$ cat src/rtl/uart_rx_frame_ctrl.sv
// Purpose: frame delineator behind uart_rx (SYNC, LEN, PAYLOAD[LEN], SUM) that streams payload bytes and flags frame result.
// Latency: out_valid/frame_ok/frame_err one cycle after the rx_clear pulse that consumed the byte (rx_clear one cycle after take).
// Backpressure: none downstream; upstream paced by uart_rx available/clear_available. Inter-byte timeout under UART_RX_FRAME_TIMEOUT_EN.
module uart_rx_frame_ctrl #(
    parameter int          CLK_FREQ      = 27_000_000,
    parameter int          BOUD_RATE     = 115200,
    parameter logic [7:0]  SYNC_BYTE     = 8'hAA,
    parameter int          MAX_LEN       = 16,
    parameter int          TIMEOUT_BYTES = 4
) (
    input  logic       clk,
    input  logic       rst_n,
    input  logic [7:0] rx_data,
    input  logic       rx_available,
    output logic       rx_clear,
    output logic [7:0] out_data,
    output logic       out_valid,
    output logic       out_last,
    output logic       frame_ok,
    output logic       frame_err,
    output logic [1:0] err_code,
    output logic       busy
);

    // Ten bit times per UART byte (start + 8 data + stop).
    localparam int         TIMEOUT_CYCLES = (CLK_FREQ / BOUD_RATE) * 10 * TIMEOUT_BYTES;
    localparam logic [7:0] MAX_LEN_B      = 8'(MAX_LEN);

    localparam logic [1:0] ERR_LEN     = 2'd1;
    localparam logic [1:0] ERR_SUM     = 2'd2;
    localparam logic [1:0] ERR_TIMEOUT = 2'd3;

    // Reject configurations the 8-bit length field or timer cannot represent.
    if (MAX_LEN < 1 || MAX_LEN > 255 || TIMEOUT_CYCLES < 1) begin : g_cfg_check
        $error("uart_rx_frame_ctrl: MAX_LEN must be 1..255 and the timeout must be nonzero");
    end

    typedef enum logic [1:0] {
        ST_IDLE,
        ST_LEN,
        ST_PAYLOAD,
        ST_SUM
    } state_t;

    state_t     state_q, state_nx;
    logic [7:0] byte_q;
    logic       clear_d;
    logic       take;
    logic       proc;
    logic       tmo_hit;

    logic [7:0] len_q, len_nx;
    logic [7:0] cnt_q, cnt_nx;
    logic [7:0] sum_q, sum_nx;

    logic [7:0] out_data_nx;
    logic       out_valid_nx;
    logic       out_last_nx;
    logic       frame_ok_nx;
    logic       frame_err_nx;
    logic [1:0] err_code_nx;

    // uart_rx needs a cycle to drop its flag after clear, so the flag is
    // ignored while rx_clear is high and for one cycle after.
    assign take = rx_available && !rx_clear && !clear_d;

    // The latched byte is interpreted in the cycle rx_clear is high.
    assign proc = rx_clear;

    assign busy = (state_q != ST_IDLE);

    // Byte take: latch the data and pulse clear_available once.
    always_ff @(posedge clk or negedge rst_n) begin
        if (!rst_n) begin
            rx_clear <= 1'b0;
            clear_d  <= 1'b0;
            byte_q   <= 8'h00;
        end else begin
            rx_clear <= take;
            clear_d  <= rx_clear;
            if (take) begin
                byte_q <= rx_data;
            end
        end
    end

`ifdef UART_RX_FRAME_TIMEOUT_EN
    localparam int TMR_W = $clog2(TIMEOUT_CYCLES + 1);

    logic [TMR_W-1:0] tmr_q;

    // Inter-byte timer: restarts on each take, runs only inside a frame.
    always_ff @(posedge clk or negedge rst_n) begin
        if (!rst_n) begin
            tmr_q <= '0;
        end else if (take || state_q == ST_IDLE) begin
            tmr_q <= '0;
        end else if (!tmo_hit) begin
            tmr_q <= tmr_q + 1'b1;
        end
    end

    // A take in the same cycle restarts the timer, so the byte wins.
    assign tmo_hit = (tmr_q == TMR_W'(TIMEOUT_CYCLES)) && !take;
`else
    assign tmo_hit = 1'b0;
`endif

    // Frame state register, datapath registers and registered outputs.
    always_ff @(posedge clk or negedge rst_n) begin
        if (!rst_n) begin
            state_q   <= ST_IDLE;
            len_q     <= 8'h00;
            cnt_q     <= 8'h00;
            sum_q     <= 8'h00;
            out_data  <= 8'h00;
            out_valid <= 1'b0;
            out_last  <= 1'b0;
            frame_ok  <= 1'b0;
            frame_err <= 1'b0;
            err_code  <= 2'd0;
        end else begin
            state_q   <= state_nx;
            len_q     <= len_nx;
            cnt_q     <= cnt_nx;
            sum_q     <= sum_nx;
            out_data  <= out_data_nx;
            out_valid <= out_valid_nx;
            out_last  <= out_last_nx;
            frame_ok  <= frame_ok_nx;
            frame_err <= frame_err_nx;
            err_code  <= err_code_nx;
        end
    end

    // Next-state and output decode; only one result strobe per processed byte.
    always_comb begin
        state_nx     = state_q;
        len_nx       = len_q;
        cnt_nx       = cnt_q;
        sum_nx       = sum_q;
        out_data_nx  = out_data;
        out_valid_nx = 1'b0;
        out_last_nx  = 1'b0;
        frame_ok_nx  = 1'b0;
        frame_err_nx = 1'b0;
        err_code_nx  = err_code;

        if (proc) begin
            case (state_q)
                ST_IDLE: begin
                    // Anything other than SYNC between frames is noise.
                    if (byte_q == SYNC_BYTE) begin
                        state_nx = ST_LEN;
                    end
                end
                ST_LEN: begin
                    if (byte_q != 8'h00 && byte_q <= MAX_LEN_B) begin
                        len_nx   = byte_q;
                        sum_nx   = byte_q;
                        cnt_nx   = 8'h00;
                        state_nx = ST_PAYLOAD;
                    end else begin
                        frame_err_nx = 1'b1;
                        err_code_nx  = ERR_LEN;
                        state_nx     = ST_IDLE;
                    end
                end
                ST_PAYLOAD: begin
                    out_data_nx  = byte_q;
                    out_valid_nx = 1'b1;
                    sum_nx       = sum_q + byte_q;
                    cnt_nx       = cnt_q + 8'd1;
                    if (cnt_q == len_q - 8'd1) begin
                        out_last_nx = 1'b1;
                        state_nx    = ST_SUM;
                    end
                end
                ST_SUM: begin
                    if (byte_q == sum_q) begin
                        frame_ok_nx = 1'b1;
                    end else begin
                        frame_err_nx = 1'b1;
                        err_code_nx  = ERR_SUM;
                    end
                    state_nx = ST_IDLE;
                end
                default: begin
                    state_nx = ST_IDLE;
                end
            endcase
        end else if (tmo_hit) begin
            frame_err_nx = 1'b1;
            err_code_nx  = ERR_TIMEOUT;
            state_nx     = ST_IDLE;
        end
    end

endmodule

$ cat config.mk
export PLATFORM = sky130hd
export DESIGN_NAME = uart_rx_frame_ctrl
export DESIGN_NICKNAME = d
export VERILOG_FILES = /design/src/rtl/uart_rx_frame_ctrl.sv
export SDC_FILE = /design/constraint.sdc
export NUM_CORES = 1
export LEC_CHECK = 0
export BUFFER_PORTS_ARGS = -buffer_cell sky130_fd_sc_hd__buf_2
export CAP_MARGIN = 20
export CORE_MARGIN = 3
export CORE_UTILIZATION = 50
export DETAILED_ROUTE_END_ITERATION = 16
export PLACE_DENSITY_LB_ADDON = 0.25
export SYNTH_ARGS = -nofsm -noshare
export SYNTH_HDL_FRONTEND = slang
export SYNTH_SLANG_ARGS = --single-unit
$ cat constraint.sdc
create_clock -name clk -period 3.2 [get_ports clk]
set_clock_uncertainty 0.2 [all_clocks]
set_input_delay 0.64 -clock clk [delete_from_list [all_inputs] [get_ports clk]]
set_output_delay 0.64 -clock clk [all_outputs]
set_load 0.05 [all_outputs]
==> impl_metrics.py <==
metrics = {
    "status": {
        "outcome": "completed",
    },
    "critical_path": {
        "critPathLaunchType": "flip-flop",
        "worst_setup_path_end_kind": "flip-flop",
        "path_cells": "ha_1, inv_1, fa_1, nor2b_1, o21ai_0, a21boi_0, o21a_1, o21ai_0, a32o_1",
        "critPathBufInv": 1,
        "critPathMaxFanout": 7,
        "path_class": "reg2reg",
        "cp.required_ps": 3200,
        "worst_path_dominant_cell_family": "compound AO/OA/AOI/OAI gates",
        "cpMaxStageDelayCell": "dfrtp_1",
        "crit_path_start": "byte_q[0]",
        "crit_top_cell": "o21ai_0",
        "slowest_delay_ps": 520,
        "cp.arrival_ps": 2600,
        "rr_startpoint": "byte_q[0]",
    },
    "cts": {
        "cts_hold_buf": 0,
        "clkTransAtPathRegs_ps": 90,
        "htree_num_levels": 2,
        "cts_tree": "done",
        "numCtsBuffers": 5,
        "clk_latency_ps": 310,
        "ctsResizeCount": 0,
        "postCtsSetupRepairBufs": 0,
        "clockRootBuffer": "clkbuf_8",
        "cts.path.max_buffers": 2,
        "clock-sinks": 50,
    },
    "yosys": {
        "synth-xor-area-share_pct": 7.10,
        "syn-num-nets": 286,
        "yosys_warnings": 0,
        "netlist_area_um2": 2590,
        "yosysTopAreaCellShare_pct": 48.3,
        "synth-seq-cells": 50,
        "synthCells": 265,
        "synth-adder-area-share_pct": 5.12,
        "synth_compound_area_share_pct": 11.1,
        "avgSynthCellArea_um2": 9.77,
        "yosys.area.top_type": "dfrtp_1",
        "synth_area_leaders": "dfrtp_1 48%, nand2_1 6.8%, xor2_1 5.4%",
        "yosys_most_used_dff": "dfrtp_1",
        "async_flop_share_pct": 100,
        "synth_top_family_by_area": "simple AND/OR/NAND/NOR gates",
        "synth-edff-count": 0,
        "synth-simple-area-share_pct": 21.1,
        "synth_most_common_cell": "dfrtp_1",
        "ys_seq_area_share_pct": 48.3,
        "synthMuxAreaShare_pct": 3.82,
        "yosysUniqueCellTypes": 50,
        "synthTopCellsByCount": "50 x dfrtp_1, 47 x nand2_1, 21 x o21ai_0",
    },
    "layout": {
        "area_growth_pct": 13.2,
        "drive_gt1_share_pct": 19.0,
        "fillers": 429,
        "antenna-diode-count": 0,
        "nets": 314,
        "post-route-util_pct": 60.4,
    },
    "placement": {
        "dp_hpwl_um": 3920,
        "portBuffers": 26,
        "gp_routability_congestion": 0.876,
    },
    "sta": {
        "slew_viol_final": 0,
        "rsz0062_at_grt": "false",
        "slew_headroom_pct": 54.4,
        "period_share_pct": 81.5,
        "hold_viol_final": 0,
        "setup_tns_ps": 0,
        "period_needed_ps": 2610,
        "finalSetupViolCount": 0,
        "timing.fmax_mhz": 384,
        "worst_slew_pin_slew_ps": 677,
    },
    "drt": {
        "drt_iter0_drc": 76,
        "wl_per_cell_um": 15.0,
        "drc": 0,
        "vias": 1938,
        "drt_wl_total_um": 5400,
        "dr.pass1.iters": 4,
        "avgViaCountPerCell": 5.37,
        "antenna_left": 0,
    },
    "pwr": {
        "power.density_nw_per_um2": 493,
        "p_leak_uw": 0.00146,
        "finalPower_uw": 1440,
        "ir_drop_uv": 382,
    },
    "global_route": {
        "antenna_found_initial": 0,
        "grt_overflow": 0,
        "grt_first_pass_wirelength_um": 9720,
        "grt_use_total_pct": 20.6,
        "grt_max_degree": 20,
        "grt_pass1_vias": 1996,
    },
    "floorplan": {
        "start_util_pct": 53.4,
        "core_area_um2": 4850,
        "io_pins": 27,
        "die_h_um": 78.0,
        "fp.dieW_um": 78.0,
        "dieArea_um2": 6080,
        "core.rowCount": 25,
    },
    "run": {
        "drv_cap": 0,
    },
    "worst_hold_path": {
        "hp-class": "in2async",
    },
}
path summary, 6_finish.rpt:
kind | endpoint | slack [ps] | depth (start not counted)
max | sum_q[6] | 590 | 9
min | out_data[6] | 50 | 1
max reg2reg | sum_q[6] | 590 | 9
min reg2reg | out_data[5] | 290 | 2
max in group asynchronous | len_q[2] | 2150 | 2
min in group clk | out_data[5] | 290 | 2
report_power, final:
group          leakage [uW]  internal (uW)  switching [uW]
sequential         0.000673            662            65.6
combinational      0.000717           76.4            98.0
clock             0.0000714            333             209
cells by family (layout without fill, tap and decap cells):
| group | Yosys count | count (layout) |
|---|---|---|
| AOI/OAI and AO/OA | 46 | 46 |
| adders and majority gates | 10 | 10 |
| muxes | 9 | 9 |
| and+or+nand+nor | 108 | 108 |
| DFF | 50 | 50 |
| xor gates and xnor gates | 21 | 21 |
| buffers and inverters | 21 | 50 |
layer usage:
metal / vias up / global-route usage (%) / share of wire [%]
li1: 964 / - / -
met1: 927 / 29.3 / 49
met2: 43 / 31.8 / 44
met3: 4 / 4.52 / 5.4
met4: 0 / 5.77 / 0.91
met5: - / 0 / 0
flip-flops by register name (all words and copies together) (netlist names), named ones only:
name       cells
sum_q          8
len_q          8
out_valid      1
frame_ok       1
byte_q         8
cnt_q          8
out_last       1
out_data       8
state_q        1
frame_err      1
rx_clear       1
clear_d        1
err_code       2
cell usage in the layout, fill, tap and decap left out, types with 6 or more instances in the layout:
cell / n
ha_1: 9
o21ai_0: 21
inv_1: 11
dfrtp_1: 50
nand2_1: 47
clkbuf_8: 6
mux2_2: 7
buf_2: 26
a21oi_1: 6
nor2_1: 20
xor2_1: 16
cell type report:
cell class	instances	area, um2	share of cell area (%)
Timing Repair Buffer	30	160	5.47
Multi-Input combinational cell	194	1250	42.6
Clock inverter	2	60.1	2.05
Tap cell	67	83.8	2.86
Clock buffer	6	82.6	2.82
Sequential cell	50	1250	42.7
Inverter	12	45.0	1.54
metrics by stage:
stage / std cells / setup WS [ps] / area, um2 / hold WS, ps
6_report: 361 / 592 / 2930 / 54.8
5_1_grt: 361 / 320 / 2930 / 66.9
4_1_cts: 361 / 626 / 2930 / 59.6
3_5_place_dp: 353 / 639 / 2790 / 258
3_3_place_gp: 353 / 665 / 2790 / 261
2_1_floorplan: 265 / 926 / 2590 / 144
No activity file was read; power rests on OpenSTA's default activity.
